## src/rtl/cdb_arbiter.sv

```systemverilog
// cdb_arbiter: Common Data Bus arbiter.
// Each cycle it grants up to WAYS completing functional units. Priority
// rotates round-robin from rr_ptr. The granted results are registered onto
// the CDB lanes one cycle later. A squash blocks every grant for that cycle,
// so the bus is empty on the next cycle.
//
// Ports:
//   clock          single clock, posedge
//   reset          asynchronous, active-low
//   squash         synchronous flush; no grants this cycle
//   fu_valid       per-FU completed-result request
//   fu_rob_idx     per-FU ROB index   (NUM_FU x $clog2(ROB), FU i at [i*W +: W])
//   fu_prn         per-FU dest PRN    (NUM_FU x $clog2(PRF))
//   fu_value       per-FU result      (NUM_FU x XLEN)
//   fu_direction   per-FU branch direction
//   fu_target      per-FU branch target (NUM_FU x XLEN)
//   fu_ready       per-FU grant, combinational
//   CDB_*          registered lane outputs (WAYS lanes, lane k at [k*W +: W])
module cdb_arbiter #(
  parameter int unsigned WAYS   = 2,
  parameter int unsigned NUM_FU = 6,
  parameter int unsigned ROB    = 32,
  parameter int unsigned PRF    = 64,
  parameter int unsigned XLEN   = 32
) (
  input  logic                             clock,
  input  logic                             reset,
  input  logic                             squash,
  input  logic [NUM_FU-1:0]                fu_valid,
  input  logic [NUM_FU*$clog2(ROB)-1:0]    fu_rob_idx,
  input  logic [NUM_FU*$clog2(PRF)-1:0]    fu_prn,
  input  logic [NUM_FU*XLEN-1:0]           fu_value,
  input  logic [NUM_FU-1:0]                fu_direction,
  input  logic [NUM_FU*XLEN-1:0]           fu_target,
  output logic [NUM_FU-1:0]                fu_ready,
  output logic [WAYS-1:0]                  CDB_valid,
  output logic [WAYS*$clog2(ROB)-1:0]      CDB_ROB_idx,
  output logic [WAYS*$clog2(PRF)-1:0]      CDB_PRN,
  output logic [WAYS*XLEN-1:0]             CDB_value,
  output logic [WAYS-1:0]                  CDB_direction,
  output logic [WAYS*XLEN-1:0]             CDB_target
);

  localparam int unsigned RW  = $clog2(ROB);
  localparam int unsigned NW  = $clog2(PRF);
  localparam int unsigned PW  = (NUM_FU > 1) ? $clog2(NUM_FU) : 1;
  localparam int unsigned LIW = (WAYS > 1) ? $clog2(WAYS) : 1;

  logic [PW-1:0]        rr_ptr;
  logic [PW-1:0]        next_ptr;
  logic [NUM_FU-1:0]    grant;
  logic [WAYS-1:0]      lane_hit;
  logic [PW-1:0]        lane_sel [WAYS];

  logic [WAYS*RW-1:0]   lane_rob;
  logic [WAYS*NW-1:0]   lane_prn;
  logic [WAYS*XLEN-1:0] lane_val;
  logic [WAYS-1:0]      lane_dir;
  logic [WAYS*XLEN-1:0] lane_tgt;

  // Rotating scan: the offset j walks from rr_ptr and wraps by subtraction,
  // so NUM_FU does not have to be a power of two. The k-th hit goes to lane k.
  // Grants are also gated by reset so fu_ready is 0 while reset is held.
  always_comb begin : grant_scan
    int unsigned idx;
    int unsigned cnt;
    grant    = '0;
    lane_hit = '0;
    next_ptr = rr_ptr;
    idx      = 0;
    cnt      = 0;
    for (int unsigned k = 0; k < WAYS; k++) lane_sel[k] = '0;
    if (reset && !squash) begin
      for (int unsigned j = 0; j < NUM_FU; j++) begin
        idx = 32'(rr_ptr) + j;
        if (idx >= NUM_FU) idx = idx - NUM_FU;
        if (fu_valid[PW'(idx)] && cnt < WAYS) begin
          grant[PW'(idx)]         = 1'b1;
          lane_hit[LIW'(cnt)]     = 1'b1;
          lane_sel[LIW'(cnt)]     = PW'(idx);
          cnt                     = cnt + 1;
          next_ptr                = (idx == NUM_FU - 1) ? '0 : PW'(idx + 1);
        end
      end
    end
  end

  // Payload steering from the selected FU to each lane.
  always_comb begin : lane_mux
    lane_rob = '0;
    lane_prn = '0;
    lane_val = '0;
    lane_dir = '0;
    lane_tgt = '0;
    for (int unsigned k = 0; k < WAYS; k++) begin
      for (int unsigned i = 0; i < NUM_FU; i++) begin
        if (lane_sel[k] == PW'(i)) begin
          lane_rob[k*RW +: RW]     = fu_rob_idx[i*RW +: RW];
          lane_prn[k*NW +: NW]     = fu_prn[i*NW +: NW];
          lane_val[k*XLEN +: XLEN] = fu_value[i*XLEN +: XLEN];
          lane_dir[k]              = fu_direction[i];
          lane_tgt[k*XLEN +: XLEN] = fu_target[i*XLEN +: XLEN];
        end
      end
    end
  end

  assign fu_ready = grant;

  // A squash produces no grants, so lane_hit is all zero. That clears
  // CDB_valid, holds the payloads and leaves rr_ptr unchanged.
  always_ff @(posedge clock or negedge reset) begin
    if (!reset) begin
      rr_ptr        <= '0;
      CDB_valid     <= '0;
      CDB_ROB_idx   <= '0;
      CDB_PRN       <= '0;
      CDB_value     <= '0;
      CDB_direction <= '0;
      CDB_target    <= '0;
    end else begin
      rr_ptr    <= next_ptr;
      CDB_valid <= lane_hit;
      for (int unsigned k = 0; k < WAYS; k++) begin
        if (lane_hit[k]) begin
          CDB_ROB_idx[k*RW +: RW]  <= lane_rob[k*RW +: RW];
          CDB_PRN[k*NW +: NW]      <= lane_prn[k*NW +: NW];
          CDB_value[k*XLEN +: XLEN] <= lane_val[k*XLEN +: XLEN];
          CDB_direction[k]         <= lane_dir[k];
          CDB_target[k*XLEN +: XLEN] <= lane_tgt[k*XLEN +: XLEN];
        end
      end
    end
  end

endmodule

```

## config.mk

```make
export PLATFORM = sky130hd
export DESIGN_NAME = cdb_arbiter
export DESIGN_NICKNAME = d
export VERILOG_FILES = /design/src/rtl/cdb_arbiter.sv
export SDC_FILE = /design/constraint.sdc
export NUM_CORES = 1
export LEC_CHECK = 0
export ABC_AREA = 1
export CORE_AREA = 2 2 241 243
export DETAILED_ROUTE_END_ITERATION = 10
export DIE_AREA = 0 0 243 245
export PLACE_DENSITY = 0.55
export RECOVER_POWER = 100
export SKIP_LAST_GASP = 1
export SLEW_MARGIN = 20
export SYNTH_ARGS = -nofsm -noshare
export SYNTH_HDL_FRONTEND = slang
export SYNTH_SLANG_ARGS = --single-unit
```

## constraint.sdc

```tcl
create_clock -name clock -period 14.2 [get_ports clock]
set_input_delay 2.84 -clock clock [delete_from_list [all_inputs] [get_ports clock]]
set_output_delay 2.84 -clock clock [all_outputs]
set_load 0.01 [all_outputs]
```

==> metrics, run 1 <==
status complete, but fails checks; failing checks max-capacitance violations, max-slew violations; number of nets in the layout 3773; sequential share of the synthesized area 24.13%; Routability Congestion approximately 0.96; fin crit period 11.73 ns; GR Util met1 39.40%; type of the tightest min-delay check register to register; Slew Viols, Final 362; 1st-iter DRT viols 2230; Remaining DRCs 0; wire per inst 24.17 microns; Slew HR -142.8%; Chip Height 245 microns; post-synth top area share between 20 and 25%; final-layout fill cell count ~6100; dominant synthesized flop cell dfrtp_1; largest net degree at the start of global routing 89; unique cell type count in the Yosys netlist 56; cts hold-fix bufs 0; Clock Sinks 157; CP Capture Type register; post-synth top area cell dfrtp_1; Area contributors post-synth dfrtp_1 24%, nand2_1 17%, nor2_1 9.5%; Final Routed Wirelength 98510 microns; core region area 57030 sq um; Hold Path Stages 2; pre-CTS setup slack 4.069 ns; IO buf count 624; RSZ-0062 raised after global routing no; Starting Density 28.55%; Post-Syn Area 16280 sq um; commonest non-fill, non-tap cell in the layout nand2_1; Layout area overhead 44.30%; clock skew 0.01259 ns; clock network latency to the later pin of the worst-skew pair 0.51 ns; vias per cell 5.430; Final ANT Viol Nets 0; gr usage total 31.84%; worst-margin pin slew between 3 and 4 ns; final hold vios 0; Die ar. 59540 sq um; fraction of layout cells with a size suffix above 1 under 10%; kind of critical path input port to register; htree depth 4; M3 GR Usage under 10%; post-route setup slack between 2 and 2.5 ns; number of global-route vias before repair between 20000 and 25000; postcts setup bufs 0; post-CTS sizing 0; chip width 243 microns; post-DP HPWL 67940 microns; area occupied by multi-input gates 10360 sq um; IO Count 625; synthesized net count 3295; TNS Setup 0 ns; clock root buffer clkbuf_16; Max Root-Sink Buffers 2; Yosys Warn Count 0; Cells after Synth roughly 2800; first-pass GRT wire length approximately 140000 microns; Final Util around two fifths; CP max FO 47; commonest cells after routing, fill and taps aside 747 x nand2_1, 462 x clkdlybuf4s50_1, 412 x nor2_1, 289 x inv_1, 284 x nand3_1; Max-Cap Viols 8; crit path launch type input port; R2R cell count 29; FF/Latch Area 3930 sq um; Post-synth EDFFs 0; vias 22134; register bit count reported by yosys about 160; Avg Cell Area, Syn slightly below 6 sq um; antenna violations before repair 32; clock slew at reported path FFs 0.07 ns; f_max between 80 and 90 MHz; fin crit share 82.60%; # setup viols final 0; Arrival @ worst endpoint 12.12 ns; Initial DRT Pass Iterations 6; CTS buffer count 17; GRT overflow 0; met2 usage roughly half; row count 88; required time of the critical path roughly 15 ns; CTS tree done; Async SR Flop Fraction 100.0%; busiest metal layer after global routing met2
## routing by layer
metal	vias up	wire [microns]
li1	10081	-
met1	10449	38520
met2	1336	46060
met3	252	9143
met4	16	4680
met5	-	105
## layout make-up
cell class                      instances  share of cell area, %
Multi-Input combinational cell       2139                  44.12
Timing Repair Buffer                  651                  27.45
Sequential cell                       157                  16.73
Inverter                              308                  4.942
Tap cell                              765                  4.074
Clock buffer                           19                  1.843
Clock inverter                         13                 0.5964
Antenna cell                           24                 0.2556
## stage by stage
stage	hold slack (ns)	instances	cell area, sq um
final	0.4767	4076	23500
after global routing	0.4923	4073	23490
after CTS	0.4839	4052	23530
after detailed placement	0.4635	4020	22960
after global placement	0.4616	4017	22880
after floorplan	0.5154	2796	16280
## state kept, by name, summed over array words and instances, names as in the netlist
signal,count
CDB_ROB_idx,10
CDB_target,64
CDB_value,64
CDB_valid,2
CDB_direction,2
rr_ptr,3
CDB_PRN,12
## cells by family after synthesis
family	synth area share, %
buf+inv	12.53
fa+ha+maj	2.659
simple gates	48.78
flops	24.13
xor+xnor	0.4689
compound gates	11.43
## synth_stat cells (2+ instances only)
| cell type | n |
|---|---|
| nand2_1 | 744 |
| nor2_1 | 412 |
| inv_1 | 289 |
| nand3_1 | 287 |
| nand4_1 | 187 |
| dfrtp_1 | 157 |
| a21oi_1 | 147 |
| o21ai_0 | 127 |
| clkbuf_1 | 93 |
| buf_2 | 75 |
| nand3b_1 | 57 |
| o21ai_1 | 39 |
| ha_1 | 33 |
| inv_2 | 17 |
| nand2_2 | 17 |
| buf_4 | 16 |
| nand2_4 | 11 |
| or2_2 | 11 |
| nand3_2 | 9 |
| buf_1 | 7 |
| a31oi_1 | 4 |
| o22ai_1 | 4 |
| a211oi_1 | 3 |
| nand3_4 | 3 |
| nor2_2 | 3 |
| nor2_4 | 3 |
| o211ai_1 | 3 |
| o32ai_1 | 3 |
| xnor2_1 | 3 |
| a22oi_1 | 2 |
| nor4_1 | 2 |
| o2111ai_1 | 2 |
| o21ai_2 | 2 |
| xor2_1 | 2 |
## worst paths after layout
path	from	to	slack (ns)
min in group asynchronous	reset	CDB_target[35]	2.89
worst max-delay path	fu_valid[1]	CDB_value[24]	2.47
worst min-delay path	CDB_target[42]	CDB_target[42]	0.48
worst max register to register	rr_ptr[0]	CDB_value[24]	3.05
max in group asynchronous	reset	CDB_target[28]	5.01
worst min register to register	CDB_target[42]	CDB_target[42]	0.48
## worst max-delay path, stage by stage
cell,delay (ns)
dlygate4sd3_1,0.52
inv_1,0.05
o21ai_0,0.37
inv_1,0.11
nand3_1,0.10
nand2_1,0.06
nand2_1,0.12
nand2_1,0.18
inv_1,0.16
ha_1,0.29
inv_1,0.07
nand3_1,0.07
nand2_1,0.18
ha_1,0.27
nand3_1,0.08
nand2_1,0.11
ha_1,0.30
nor2_1,0.12
nor2_2,0.05
nor2_1,0.85
nand2_1,0.42
a21oi_4,0.24
buf_4,0.23
clkbuf_1,1.92
clkinv_2,1.42
buf_4,0.70
nand2_1,0.15
nand2_1,0.07
Power of run 1 is left out: the tool's default activity adds up to more than one toggle a clock period on the data nets, which glitch-free logic cannot reach.
==> inputs of run 2 (changes only) <==
--- a/config.mk
+++ b/config.mk
@@ -6,9 +6,9 @@
 export NUM_CORES = 1
 export LEC_CHECK = 0
 export ABC_AREA = 1
-export CORE_AREA = 2 2 241 243
+export CORE_AREA = 2 2 242 244
 export DETAILED_ROUTE_END_ITERATION = 10
-export DIE_AREA = 0 0 243 245
+export DIE_AREA = 0 0 244 246
 export PLACE_DENSITY = 0.55
 export RECOVER_POWER = 100
 export SKIP_LAST_GASP = 1
==> constraint.sdc (replaced) <==
create_clock -name clock -period 12.1 [get_ports clock]
set_input_delay 2.42 -clock clock [delete_from_list [all_inputs] [get_ports clock]]
set_output_delay 2.42 -clock clock [all_outputs]
set_load 0.01 [all_outputs]
==> metrics, run 2 (synthesized netlist as in run 1, its figures left out) <==
core region area 57370 sq um; clock network latency to the later pin of the worst-skew pair 0.51 ns; post-CTS sizing 0; cts hold-fix bufs 0; 1st-iter DRT viols 2203; largest net degree at the start of global routing 142; # setup viols final 0; type of the tightest min-delay check register to register; number of global-route vias before repair 20783; largest registers CDB_target (64), CDB_value (64), CDB_PRN (12); Chip Height approximately 250 microns; htree depth 4; vias per cell 5.348; antenna violations before repair 43; worst-margin pin slew 3.472 ns; commonest non-fill, non-tap cell in the layout nand2_1; status complete, but fails checks; Layout area overhead 44.47%; Max Root-Sink Buffers 2; met1 WL 39300 microns; CP Capture Type primary output; fin crit period about 11 ns; Clock Sinks approximately 160; commonest cells after routing, fill and taps aside 746 x nand2_1, 462 x clkdlybuf4s50_1, 413 x nor2_1, 288 x inv_1, 286 x nand3_1; Slew HR -131.4%; Remaining DRCs 0; row count 88; first-pass GRT wire length 140800 microns; FF/Latch Area 3930 sq um; CP max FO 16; required time of the critical path 9.68 ns; RSZ-0062 raised after global routing no; Initial DRT Pass Iterations 8; Final Routed Wirelength 99100 microns; fin crit share 86.92%; gr usage total 31.63%; CTS buffer count 17; postcts setup bufs 0; final-layout fill cell count 6092; TNS Setup 0 ns; chip width 244 microns; Starting Density 28.38%; number of nets in the layout 3776; Detail Route met3 WL about 8900 microns; Highest Signal Layer met5; area occupied by multi-input gates 10340 sq um; IO buf count 624; clock skew 0.01337 ns; IO Count 625; CTS tree done; vias 21861; crit path launch type input port; Max-Cap Viols 5; Slew Viols, Final 200; f_max 95.09 MHz; post-DP HPWL slightly below 70000 microns; clock slew at reported path FFs 0.07 ns; Arrival @ worst endpoint roughly 8.1 ns; kind of critical path input port to primary output; failing checks max-capacitance violations, max-slew violations; wire per inst 24.24 microns; metal2 WL approximately 47000 microns; Routability Congestion 0.9803; clock root buffer clkbuf_16; fraction of layout cells with a size suffix above 1 4.316%; Die ar. around 60000 sq um; final hold vios 0; Final ANT Viol Nets 0; GRT overflow 0
==> run 2: cell types whose count changed in the layout (fill, tap and decap cells not counted), moves of 2 or more <==
cell and change:
nand3_1 +2, inv_6 +4, clkbuf_1 -3, diode_2 +9, buf_4 +6, nand3_2 -2
==> run 2: final timing paths <==
kind | from | to | slack (ns) | depth (start not counted)
min in group asynchronous | reset | CDB_target[46] | 2.71 | 1
setup / recovery | fu_valid[1] | fu_ready[5] | 1.58 | 25
setup reg to reg | rr_ptr[1] | CDB_target[12] | 2.34 | 28
hold reg to reg | CDB_target[52] | CDB_target[52] | 0.47 | 2
hold / removal | CDB_target[52] | CDB_target[52] | 0.47 | 2
max in group asynchronous | reset | CDB_value[55] | 2.57 | 3
==> run 2: area by class of cell <==
cell class                 instances  share of cell area [%]
clock buffer                      19                   1.840
tap                              765                   4.069
clock inverter                    13                  0.5585
sequential                       157                   16.71
timing repair buffer             654                   27.56
inverter                         308                   4.941
antenna                           33                  0.3511
multi-input combinational       2139                   43.97
==> run 2: metrics by stage <==
step           setup slack (ns)  utilization, %  std cells  hold slack, ns  instance area, sq um
4_1_cts                   2.745           40.99       4055          0.4847                 23520
3_3_place_gp              2.842           39.96       4022          0.4628                 22920
2_1_floorplan             4.409               -       2796          0.5154                 16280
5_1_grt                   1.193           40.98       4083          0.4951                 23510
6_report                  1.583           41.01       4088          0.4739                 23520
3_5_place_dp              2.750           40.01       4023          0.4638                 22950
==> run 2: routing by layer <==
| layer | track usage (%) | vias to the layer above |
|---|---|---|
| met3 | 7.397 | 216 |
| li1 | - | 10108 |
| met5 | 0 | - |
| met4 | 14.90 | 14 |
| met1 | 39.08 | 10324 |
| met2 | 51.96 | 1199 |
==> run 2: worst max-delay path: stages <==
cell	delay [ns]
dlygate4sd3_1	0.53
inv_1	0.05
o21ai_0	0.40
inv_1	0.12
nand3_1	0.10
nand2_1	0.06
nand2_1	0.12
nand2_1	0.18
inv_1	0.16
ha_1	0.28
inv_1	0.07
nand3_1	0.07
nand2_1	0.19
ha_1	0.28
nand3_1	0.09
nand2_1	0.12
ha_1	0.31
nor2_1	0.10
nor2_1	0.05
nor2_1	0.95
inv_1	0.30
nor2_1	0.26
nand2_1	0.07
a21oi_1	0.17
dlygate4sd3_1	0.62
Power of run 2 is left out for the same reason.
